$ cat src/rtl/imem_loader_pkg.sv
// Shared definitions for the instruction-memory loader: loader FSM states and datapath widths.
package cpu_pkg;

  localparam int INSTR_W = 16;
  localparam int BYTE_W  = 8;

  typedef enum logic [2:0] {
    IDLE,
    LEN_LO,
    LEN_HI,
    DAT_LO,
    DAT_HI,
    CKS,
    FIN,
    ERR
  } loader_state_t;

  // States in which the loader offers byte_ready to the byte source.
  function automatic logic accepts_byte(loader_state_t s);
    return (s == LEN_LO) || (s == LEN_HI) || (s == DAT_LO) || (s == DAT_HI) || (s == CKS);
  endfunction

endpackage

$ cat src/rtl/imem_loader_if.sv
// Byte-stream input and instruction-memory write port of the loader, bundled as one interface.
interface imem_loader_if #(
  parameter int ADDR_W = 8
);
  import cpu_pkg::*;

  logic [BYTE_W-1:0]  byte_in;
  logic               byte_valid;
  logic               byte_ready;
  logic               im_we;
  logic [ADDR_W-1:0]  im_addr;
  logic [INSTR_W-1:0] im_wdata;

  // master: host byte source plus memory write sink; slave: the loader
  modport master (
    output byte_in, byte_valid,
    input  byte_ready, im_we, im_addr, im_wdata
  );

  modport slave (
    input  byte_in, byte_valid,
    output byte_ready, im_we, im_addr, im_wdata
  );

endinterface

$ cat src/rtl/imem_loader_byte_pair_assembler.sv
// Latches the low byte of each instruction and emits the registered {high,low} word with a one-cycle write strobe.
module byte_pair_assembler
  import cpu_pkg::*;
(
  input  logic               clk,
  input  logic               reset,
  input  logic               lo_en,
  input  logic               hi_en,
  input  logic [BYTE_W-1:0]  byte_in,
  output logic               we,
  output logic [INSTR_W-1:0] wdata
);

  logic [BYTE_W-1:0] lo_reg;

  always_ff @(posedge clk) begin
    if (reset) begin
      lo_reg <= '0;
      we     <= 1'b0;
      wdata  <= '0;
    end else begin
      we <= hi_en;
      if (lo_en) begin
        lo_reg <= byte_in;
      end
      // wdata holds between strobes so the word stays visible after the write
      if (hi_en) begin
        wdata <= {byte_in, lo_reg};
      end
    end
  end

endmodule

$ cat src/rtl/imem_loader.sv
// Instruction-memory loader: parses a little-endian length-prefixed byte frame and writes 16-bit words from address 0.
// Optional trailing XOR checksum byte is enabled by defining IMEM_LOADER_CKSUM_EN.
module imem_loader
  import cpu_pkg::*;
#(
  parameter int ADDR_W = 8,
  parameter int WORD_W = 16
) (
  input  logic          clk,
  input  logic          reset,
  input  logic          start,
  imem_loader_if.slave  bus,
  output logic          cpu_hold,
  output logic          done,
  output logic          err
);

  localparam int CNT_W = ADDR_W + 1;
  localparam logic [16:0] DEPTH = 17'(1) << ADDR_W;

  generate
    if (WORD_W != INSTR_W) begin : g_bad_word_w
      $error("imem_loader: WORD_W must be 16");
    end
  endgenerate

`ifdef IMEM_LOADER_CKSUM_EN
  localparam loader_state_t END_STATE = CKS;
`else
  localparam loader_state_t END_STATE = FIN;
`endif

  loader_state_t     state_reg;
  loader_state_t     state_next;
  logic [BYTE_W-1:0] len_lo_reg;
  logic [CNT_W-1:0]  len_reg;
  logic [CNT_W-1:0]  cnt_reg;
  logic [15:0]       len_full;
  logic              xfer;
  logic              lo_en;
  logic              hi_en;
`ifdef IMEM_LOADER_CKSUM_EN
  logic [BYTE_W-1:0] cks_reg;
`endif

  assign xfer     = bus.byte_valid && bus.byte_ready;
  assign lo_en    = xfer && (state_reg == DAT_LO);
  assign hi_en    = xfer && (state_reg == DAT_HI);
  assign len_full = {bus.byte_in, len_lo_reg};

  always_comb begin
    state_next = state_reg;
    case (state_reg)
      IDLE:   if (start) state_next = LEN_LO;
      LEN_LO: if (xfer) state_next = LEN_HI;
      LEN_HI: begin
        if (xfer) begin
          if (len_full == 16'd0)             state_next = END_STATE;
          else if ({1'b0, len_full} > DEPTH) state_next = ERR;
          else                               state_next = DAT_LO;
        end
      end
      DAT_LO: if (xfer) state_next = DAT_HI;
      DAT_HI: begin
        if (xfer) state_next = (cnt_reg + 1'b1 == len_reg) ? END_STATE : DAT_LO;
      end
`ifdef IMEM_LOADER_CKSUM_EN
      CKS:    if (xfer) state_next = (bus.byte_in == cks_reg) ? FIN : ERR;
`endif
      default: state_next = IDLE;
    endcase
  end

  always_ff @(posedge clk) begin
    if (reset) begin
      state_reg      <= IDLE;
      len_lo_reg     <= '0;
      len_reg        <= '0;
      cnt_reg        <= '0;
      bus.byte_ready <= 1'b0;
      bus.im_addr    <= '0;
      cpu_hold       <= 1'b0;
      done           <= 1'b0;
      err            <= 1'b0;
`ifdef IMEM_LOADER_CKSUM_EN
      cks_reg        <= '0;
`endif
    end else begin
      state_reg      <= state_next;
      bus.byte_ready <= accepts_byte(state_next);
      done           <= (state_next == FIN);

      if (state_reg == IDLE && start) begin
        cpu_hold <= 1'b1;
        err      <= 1'b0;
        cnt_reg  <= '0;
`ifdef IMEM_LOADER_CKSUM_EN
        cks_reg  <= '0;
`endif
      end else if (state_next == FIN || state_next == ERR) begin
        cpu_hold <= 1'b0;
      end
      if (state_next == ERR) begin
        err <= 1'b1;
      end

      if (xfer && state_reg == LEN_LO) begin
        len_lo_reg <= bus.byte_in;
      end
      if (xfer && state_reg == LEN_HI) begin
        len_reg <= len_full[CNT_W-1:0];
      end
      if (hi_en) begin
        cnt_reg <= cnt_reg + 1'b1;
      end
`ifdef IMEM_LOADER_CKSUM_EN
      if (lo_en || hi_en) begin
        cks_reg <= cks_reg ^ bus.byte_in;
      end
`endif

      // Address advances after each write strobe; a full-depth load wraps back to 0.
      if (state_reg == IDLE && start) begin
        bus.im_addr <= '0;
      end else if (bus.im_we) begin
        bus.im_addr <= bus.im_addr + 1'b1;
      end
    end
  end

  byte_pair_assembler u_asm (
    .clk     (clk),
    .reset   (reset),
    .lo_en   (lo_en),
    .hi_en   (hi_en),
    .byte_in (bus.byte_in),
    .we      (bus.im_we),
    .wdata   (bus.im_wdata)
  );

endmodule

$ cat src/flat_wrapper.sv
// flat-port wrapper written by rule: the top's interface ports become plain ports
module imem_loader_flat import cpu_pkg::*;
#(
  parameter int ADDR_W = 8,
  parameter int WORD_W = 16
)
  (clk, reset, start, cpu_hold, done, err, bus_byte_in, bus_byte_valid, bus_byte_ready, bus_im_we, bus_im_addr, bus_im_wdata);
  imem_loader_if #(.ADDR_W(ADDR_W)) bus_i ();
  input  logic clk;
  input  logic reset;
  input  logic start;
  output logic cpu_hold;
  output logic done;
  output logic err;
  input wire logic [$bits(bus_i.byte_in)-1:0] bus_byte_in;
  input wire logic [$bits(bus_i.byte_valid)-1:0] bus_byte_valid;
  output wire logic [$bits(bus_i.byte_ready)-1:0] bus_byte_ready;
  output wire logic [$bits(bus_i.im_we)-1:0] bus_im_we;
  output wire logic [$bits(bus_i.im_addr)-1:0] bus_im_addr;
  output wire logic [$bits(bus_i.im_wdata)-1:0] bus_im_wdata;
  assign bus_i.byte_in = bus_byte_in;
  assign bus_i.byte_valid = bus_byte_valid;
  assign bus_byte_ready = bus_i.byte_ready;
  assign bus_im_we = bus_i.im_we;
  assign bus_im_addr = bus_i.im_addr;
  assign bus_im_wdata = bus_i.im_wdata;
  imem_loader #(.ADDR_W(ADDR_W), .WORD_W(WORD_W)) u_core (.clk(clk), .reset(reset), .start(start), .bus(bus_i), .cpu_hold(cpu_hold), .done(done), .err(err));
endmodule
$ cat config.mk
export PLATFORM = sky130hd
export DESIGN_NAME = imem_loader_flat
export DESIGN_NICKNAME = d
export VERILOG_FILES = /design/src/rtl/imem_loader_pkg.sv /design/src/rtl/imem_loader_if.sv /design/src/rtl/imem_loader_byte_pair_assembler.sv /design/src/rtl/imem_loader.sv /design/src/flat_wrapper.sv
export SDC_FILE = /design/constraint.sdc
export NUM_CORES = 1
export LEC_CHECK = 0
export CAP_MARGIN = 5
export CORE_MARGIN = 5
export CORE_UTILIZATION = 35
export DETAILED_ROUTE_END_ITERATION = 10
export HOLD_SLACK_MARGIN = 0.05
export SYNTH_ARGS = -nofsm -noshare
export SYNTH_HDL_FRONTEND = slang
export SYNTH_SLANG_ARGS = --single-unit
$ cat constraint.sdc
create_clock -name clk -period 2.85 [get_ports clk]
set_clock_uncertainty 0.2 [all_clocks]
set_input_delay 0.4275 -clock clk [delete_from_list [all_inputs] [get_ports clk]]
set_output_delay 0.4275 -clock clk [all_outputs]
set_load 0.01 [all_outputs]
* Yosys cells after proc, flatten, opt, wreduce, memory -nomap -nowiden
Index checks and enable logic that the tools add are counted.
** Storage, ports and cells
- Bits of input ports :: 12
- Word-level logic and storage cells :: 59
- Flip-flop bits (word level) :: 66
** Operators by class
- Reduce and logical (&&, ||, !) cells :: 17
- Mux-type cells :: 15
- $add $sub $neg :: 2
- Equal/unequal tests :: 12
- Magnitude comparators :: 1
** Operators with widths (count)
- two-way mux 3 bit :: 8
- two-way mux 9 bit :: 2
- greater-than comparator 16 x 9 -> 1 bit (second input constant) :: 1
- logical NOT 16 bit :: 1
- == test 3 bit (second input constant) :: 5
- one-hot mux 3 bit (5 select lines) :: 1
- == test 3 x 2 -> 1 bit (second input constant) :: 4
- adder 9 x 1 -> 9 bit (second input constant) :: 1
- == test 9 bit :: 1
- adder 8 x 1 -> 8 bit (second input constant) :: 1
- == test 3 x 1 -> 1 bit (second input constant) :: 2
- logical AND 1 bit :: 6
- nonzero test 2 bit :: 3
- logical OR 1 bit :: 5
- two-way mux 1 bit :: 4
- logical NOT 3 bit :: 1
- OR reduction 2 bit :: 1

* Logic depth before layout (Yosys ltp)
- Depth after elaboration :: 10
- Mapped depth :: 9
- Depth with buffers taken out :: 7

* By module
A second synthesis with hierarchy kept.
** Second synthesis, totals
- Cell total of the unflattened synthesis :: 314
- Area total of the unflattened synthesis :: 2947.8 um^2
** Modules (own cells, without submodules)
- imem_loader :: area an instance 2057.0 um^2, cells an instance 234, instances 1
- byte_pair_assembler :: area an instance 890.9 um^2, cells an instance 80, instances 1

* Worst setup path after synthesis
No wires, ideal clock.
- Kind :: reg2reg
- Start :: register u_core.cnt_reg[0]
- End :: register u_core.err
- Cell stages (with the launch flop) :: 8
- Setup time :: 0.088 ns
- Required time :: 2.562 ns
- Slack :: 0.488 ns
- Arrival time :: 2.074 ns
- Buffers on the path :: 0
- Cell sequence :: dfxtp_1 > ha_1 > nand3_2 > or3_1 > a2111oi_2 > and4_4 > a21oi_2 > o32ai_2
** Between the ends
- Word-level cells in the longest chain between the ends :: 7
** Ends and longest elaborated chain
- start, declared :: RTL line imem_loader.sv:37 : logic [CNT_W-1:0] cnt_reg;
- start signal, assigned :: RTL line imem_loader.sv:114 : cnt_reg <= cnt_reg + 1'b1;
- adder 9 x 1 -> 9 bit (*) :: RTL line imem_loader.sv:65 : if (xfer) state_next = (cnt_reg + 1'b1 == len_reg) ? END_STATE : DAT_LO;
- == test 9 bit (*) :: RTL line imem_loader.sv:65
- two-way mux 3 bit (*) (2 in series) :: RTL line imem_loader.sv:65
- one-hot mux 3 bit (5 select lines) (*) :: RTL line imem_loader.sv:53 : case (state_reg)
- == test 3 bit (*) :: RTL line imem_loader.sv:103 : if (state_next == ERR) begin
- two-way mux 1 bit or nonzero test 2 bit (tied branches)
- end signal, assigned :: RTL line imem_loader.sv:84 : err <= 1'b0;
- end signal, assigned :: RTL line imem_loader.sv:95 : err <= 1'b0;
- end signal, assigned :: RTL line imem_loader.sv:104 : err <= 1'b1;
- end, declared :: RTL line imem_loader.sv:15 : output logic err
Mark *: on every way between the ends. The rest lies on a longest branch, timed or not.
A chain may end at the register's enable or synchronous reset.

* Worst setup path in the final report
- Start :: register u_core.cnt_reg[1]
- End :: register u_core.err
The elaborated chain is that of the path after synthesis.

==> impl_metrics.py <==
metrics = {
    "detailed_routing": {
        "drc": 0,
        "ant_nets": 0,
        "dr.pass1.iters": 4,
        "viasPerCell": 5.101,
        "drt_iter0_markers": 131,
        "wirelength_um": 7015,
        "wl_per_cell_um": 13.92,
        "via_count": 2571,
    },
    "layout": {
        "nNetsFinal": 408,
        "drive_above_1_share": 0.1028,
        "diodes": 0,
        "largest_register_ffs": 16,
        "fin_util": 0.4500,
        "syn2layout_area_growth_pct": 26.29,
    },
    "clock_tree": {
        "cts.sink_count": 66,
        "cts_max_level": 3,
        "hold_buffers": 0,
        "cts.path.max_buffers": 2,
        "cts_resized": 0,
        "cts_buffers": 9,
        "cts.clk_slew.worst_paths_ns": 0.07,
        "cts-root-buf": "clkbuf_8",
        "cts_tree": "built",
        "post-cts-setup-buffer-count": 0,
        "clk_latency_ns": 0.34,
    },
    "logic_synthesis": {
        "synth_area_leaders": "dfxtp_1, a21oi_1, nand2_1, nor2_1, mux2i_1",
        "ys.flop_type": "dfxtp_1",
        "yosysTopAreaCell": "dfxtp_1",
        "synth-edff-count": 0,
        "syn-cell-area_um2": 2913,
        "async_flop_share": 0,
        "yosys_warnings": 0,
        "syn_inst": 348,
        "synth_top_area_share": 0.4536,
        "syn_avg_cell_area_um2": 8.370,
        "synth_nets": 362,
        "synth_seq_cells": 66,
        "synthTopCellsByCount": "dfxtp_1, nand2_1, nor2_1, a21oi_1, o21ai_0",
        "yosysMostFrequentCell": "dfxtp_1",
        "synth_seq_area_share": 0.4536,
        "ys_types": 47,
    },
    "worst_setup_path": {
        "cp-endpoint": "u_core.err",
        "critPathBufInv": 0,
        "start_kind": "flop",
        "worstPathArrival_ns": 2.68,
        "crit_type": "flop to flop",
        "r2r_end": "u_core.err",
        "slowest_delay_ns": 0.42,
        "r2r-start": "u_core.cnt_reg[1]",
        "cp_slowest_cell": "a2111oi_2",
        "rrSetupSlack_ns": 0.22,
        "worstPathMaxFanout": 7,
        "cp-startpoint": "u_core.cnt_reg[1]",
        "path_cells": "ha_1 > nand3_2 > or3_1 > a2111oi_2 > and4_4 > a21oi_2 > o32ai_2",
        "worstPathRequired_ns": 2.90,
        "path_depth": 7,
        "cp-end-kind": "flop",
        "cp_top_family": "simple AND/OR/NAND/NOR gates",
        "worst_r2r_path_depth": 7,
    },
    "timing": {
        "setup_viol": 0,
        "post-route-period-util": 0.9223,
        "slew_headroom": 0.6185,
        "period_needed_ns": 2.628,
        "holdWs_ns": 0.1607,
        "hold_violations": 0,
        "rsz0062_at_grt": "false",
        "worst_slew_pin_slew_ns": 0.5670,
        "fmax_mhz": 380.4,
        "slew_viol_final": 0,
    },
    "global_routing": {
        "grt_use_total": 0.1439,
        "grt.overflow.total": 0,
        "grt_max_degree": 51,
        "grt_pass1_wl_um": 11750,
        "grt_pass1_vias": 2457,
        "antenna_found_initial": 0,
    },
    "floorplanning": {
        "die_h_um": 101.2,
        "initial_core_util": 0.3563,
        "ios": 41,
        "die_w_um": 101.2,
        "core-area_um2": 8175,
        "num_rows": 33,
        "design.die.area_um2": 10250,
    },
    "power_and_ir_drop": {
        "power-per-cell-area_nw_per_um2": 503.5,
        "leakage_uw": 0.001313,
        "ir_drop_v": 0.0002536,
    },
    "run": {
        "drv_cap": 0,
    },
    "placed_design": {
        "io_buffers": 40,
        "place_congestion": 0.8181,
        "place_hpwl_um": 4985,
    },
    "min_path": {
        "hold_path.class": "primary input to flop",
    },
    "status": {
        "status": "finished clean",
    },
}
per-layer routing:
layer	GRT usage	share of wire	vias up
met5	0	0	-
met4	0.05624	0.019	0
met3	0.03512	0.037	13
met2	0.2294	0.47	49
met1	0.1876	0.47	1210
li1	-	-	1299
cell families (layout without fill, tap and decap cells):
logic type / after synthesis / in the layout / share of synthesized area
buffers and inverters: 25 / 76 / 0.03436
DFF: 66 / 66 / 0.4536
AOI/OAI and AO/OA: 79 / 79 / 0.1637
muxes: 17 / 17 / 0.05842
adders and majority gates: 2 / 2 / 0.008590
xor gates and xnor gates: 19 / 19 / 0.05713
and+or+nand+nor: 140 / 140 / 0.2242
per-stage QoR:
stage	total power (uW)	setup TNS (ns)	cell area, um^2	cells	setup slack [ns]
floorplan	1020	0	2913	348	0.4883
CTS	1872	0	3679	504	0.2424
global placement	1071	0	3478	488	0.01055
finish	1852	0	3679	504	0.2215
detailed placement	1072	-0.01199	3478	488	-0.01199
global route	1932	0	3679	504	0.1450
layout make-up:
| cell class | instances | area, um^2 |
|---|---|---|
| fill | 818 | 4497 |
| multi-input combinational | 257 | 1491 |
| sequential | 66 | 1321 |
| timing repair buffer | 57 | 523.0 |
| tap | 105 | 131.4 |
| clock buffer | 9 | 123.9 |
| clock inverter | 7 | 76.32 |
| inverter | 3 | 11.26 |
placed cells by master (no fill, tap or decap), drive strengths merged, types with 3 or more instances in the layout:
cell and count:
nand2 49, nor2 47, dfxtp 66, nand4 4, xnor2 11, inv 5
and4 3, nand3b 4, nor3 6, or3 3, a211oi 4, clkdlybuf4s50 39
o21ai 19, and3 4, mux2i 17, xor2 8, buf 18, or2 3
nand3 6, a21oi 41, clkbuf 9, nor4 3
worst min-delay path by stage:
stage	start	to	slack, ns	cells past startpoint
after global routing	reset	u_core.state_reg[2]	0.16	2
after detailed placement	u_core.u_asm.lo_reg[5]	u_core.u_asm.wdata[5]	0.25	2
final	reset	u_core.state_reg[2]	0.16	2
after global placement	u_core.u_asm.lo_reg[6]	u_core.u_asm.wdata[6]	0.24	2
after floorplan	u_core.u_asm.lo_reg[0]	u_core.u_asm.wdata[0]	0.23	2
after CTS	reset	u_core.state_reg[2]	0.14	2
power by group:
group / internal (uW) / switching, uW
logic: 47.0 / 59.5
clock network: 410 / 393
registers: 930 / 13.6
total: 1390 / 466
Power figures use the tool's default switching activity.
==> edit (same flow settings) <==
`ADDR_W` is set to 8 in 3 places; all go to 7.
--- a/src/rtl/imem_loader_if.sv
+++ b/src/rtl/imem_loader_if.sv
@@ -1,6 +1,6 @@
 // Byte-stream input and instruction-memory write port of the loader, bundled as one interface.
 interface imem_loader_if #(
-  parameter int ADDR_W = 8
+  parameter int ADDR_W = 7
 );
   import cpu_pkg::*;
 
--- a/src/rtl/imem_loader.sv
+++ b/src/rtl/imem_loader.sv
@@ -3,7 +3,7 @@
 module imem_loader
   import cpu_pkg::*;
 #(
-  parameter int ADDR_W = 8,
+  parameter int ADDR_W = 7,
   parameter int WORD_W = 16
 ) (
   input  logic          clk,
--- a/src/flat_wrapper.sv
+++ b/src/flat_wrapper.sv
@@ -1,7 +1,7 @@
 // flat-port wrapper written by rule: the top's interface ports become plain ports
 module imem_loader_flat import cpu_pkg::*;
 #(
-  parameter int ADDR_W = 8,
+  parameter int ADDR_W = 7,
   parameter int WORD_W = 16
 )
   (clk, reset, start, cpu_hold, done, err, bus_byte_in, bus_byte_valid, bus_byte_ready, bus_im_we, bus_im_addr, bus_im_wdata);
Ports: changed (resized bus_im_addr); port bits go from 41 to 40. The function was not compared with the original's and may differ.
==> edit against the original RTL <==
Final cell count is 9.7% lower. Worst setup slack improved by 0.28 ns. Final area down 8.4%. Power decreased by 7.5%. Routed wire length fell by 15%. Worst hold slack improved by 0.088 ns. Synthesized area decreased by 6.3%. Sequential cell count fell by 3. Critical path type unchanged.
==> edit: results (changes against the original RTL) <==
[grt] largest net degree at the start of global routing 33 [-35%]
[synth] number of standard cells after synthesis 312 [-10%]
[critical_path] arrival time reported for the critical path endpoint 2.32 ns [-0.36 ns]
[route] met2 wirelength from detailed routing 2690 um [-19%]
[route] routed metal-1 wirelength 2880 um [-13%]
[route] met3 wire len 359 um [+39%]
[grt] Total GRT Usage 12.9% [-1.5 points]
[pwr] clock power share 42.1% [-1.2 points]
[critical_path] Reg2Reg Setup Slack 0.50 ns [+0.28 ns]
[synth] Synthesized Nets 326 [-9.9%]
[run_status] run status finished, final reports clean
[synth] Cell variety after synth 43 [-8.5%]
[worst_hold_path] Hold/Removal Path Class reg -> reg
[pwr] proportion of power drawn by flip-flops and latches 52.6% [+1.7 points]
[grt] met3 Use GR 5.93% [+2.4 points]
[placement] placed wire-length estimate 4240 um [-15%]
[grt] first-pass GRT wire length 10,100 um [-14%]
[grt] vias in the first global route 2,122 [-14%]
[pwr] Leak 1.14 nW [-13%]
[sta] max-slew headroom at the worst pin 61.6% [-0.21 points]
[synth] Area contributors post-synth dfxtp_1 46%, mux2i_1 8.8%, nor2_1 6.3%
[placement] Cell Count Post-Placement 440 [-9.8%]
[pwr] share of total power consumed by net switching 22.5% [-2.6 points]
[placement] gp weighted congestion 0.830 [+1.5%]
[grt] Global Route met1 Usage 16.9% [-1.9 points]
[pwr] worst IR drop on VDD 0.000264 V [+4.1%]
==> edit: cell types whose count changed after synthesis, moves of 4 or more <==
cell / change
a21oi_1: -8
nand2_1: -10
buf_2: +4
o21ai_0: -9
clkbuf_1: -7
mux2i_1: +7
==> edit: cells by family (layout without fill, tap and decap cells) <==
kind of cell | after synthesis | count (layout) | synth area share [%]
AO/OA/AOI/OAI | 58 | 58 | 12.8
XOR/XNOR | 16 | 16 | 5.14
adder cells (fa/ha/maj) | 2 | 2 | 0.917
buffers and inverters | 22 | 63 | 3.99
flip-flops | 63 | 63 | 46.2
multiplexers | 24 | 24 | 8.80
AND/OR/NAND/NOR | 127 | 127 | 22.1
==> edit: layout make-up <==
class                   count  area share (%)
clock buffers              11            3.90
clock inverters             4            1.41
inverters                   3           0.334
multi-input cells         227            40.3
flip-flops and latches     63            37.4
well taps                 102            3.79
repair buffers             45            12.8
==> edit: final timing paths <==
check / start / depth (start not counted) / endpoint
setup / recovery: u_core.cnt_reg[0] / 6 / u_core.cpu_hold
hold / removal: u_core.u_asm.lo_reg[2] / 2 / u_core.u_asm.wdata[2]
setup reg to reg: u_core.cnt_reg[0] / 6 / u_core.cpu_hold
hold reg to reg: u_core.u_asm.lo_reg[2] / 2 / u_core.u_asm.wdata[2]
==> edit: stage by stage <==
| step | worst slack (ns) | cell area (um^2) |
|---|---|---|
| 3_5_place_dp | 0.254 | 3190 |
| 2_1_floorplan | 0.902 | 2730 |
| 5_1_grt | 0.252 | 3370 |
| 6_report | 0.505 | 3370 |
| 3_3_place_gp | 0.239 | 3190 |
| 4_1_cts | 0.491 | 3370 |
==> edit: critical path, cell delays in order, from the launching register on <==
cell and delay, ns:
dfxtp_1 0.44, ha_1 0.33, and3_1 0.25, a311o_1 0.18
nand4_1 0.11, nor3_1 0.47, o221ai_1 0.21
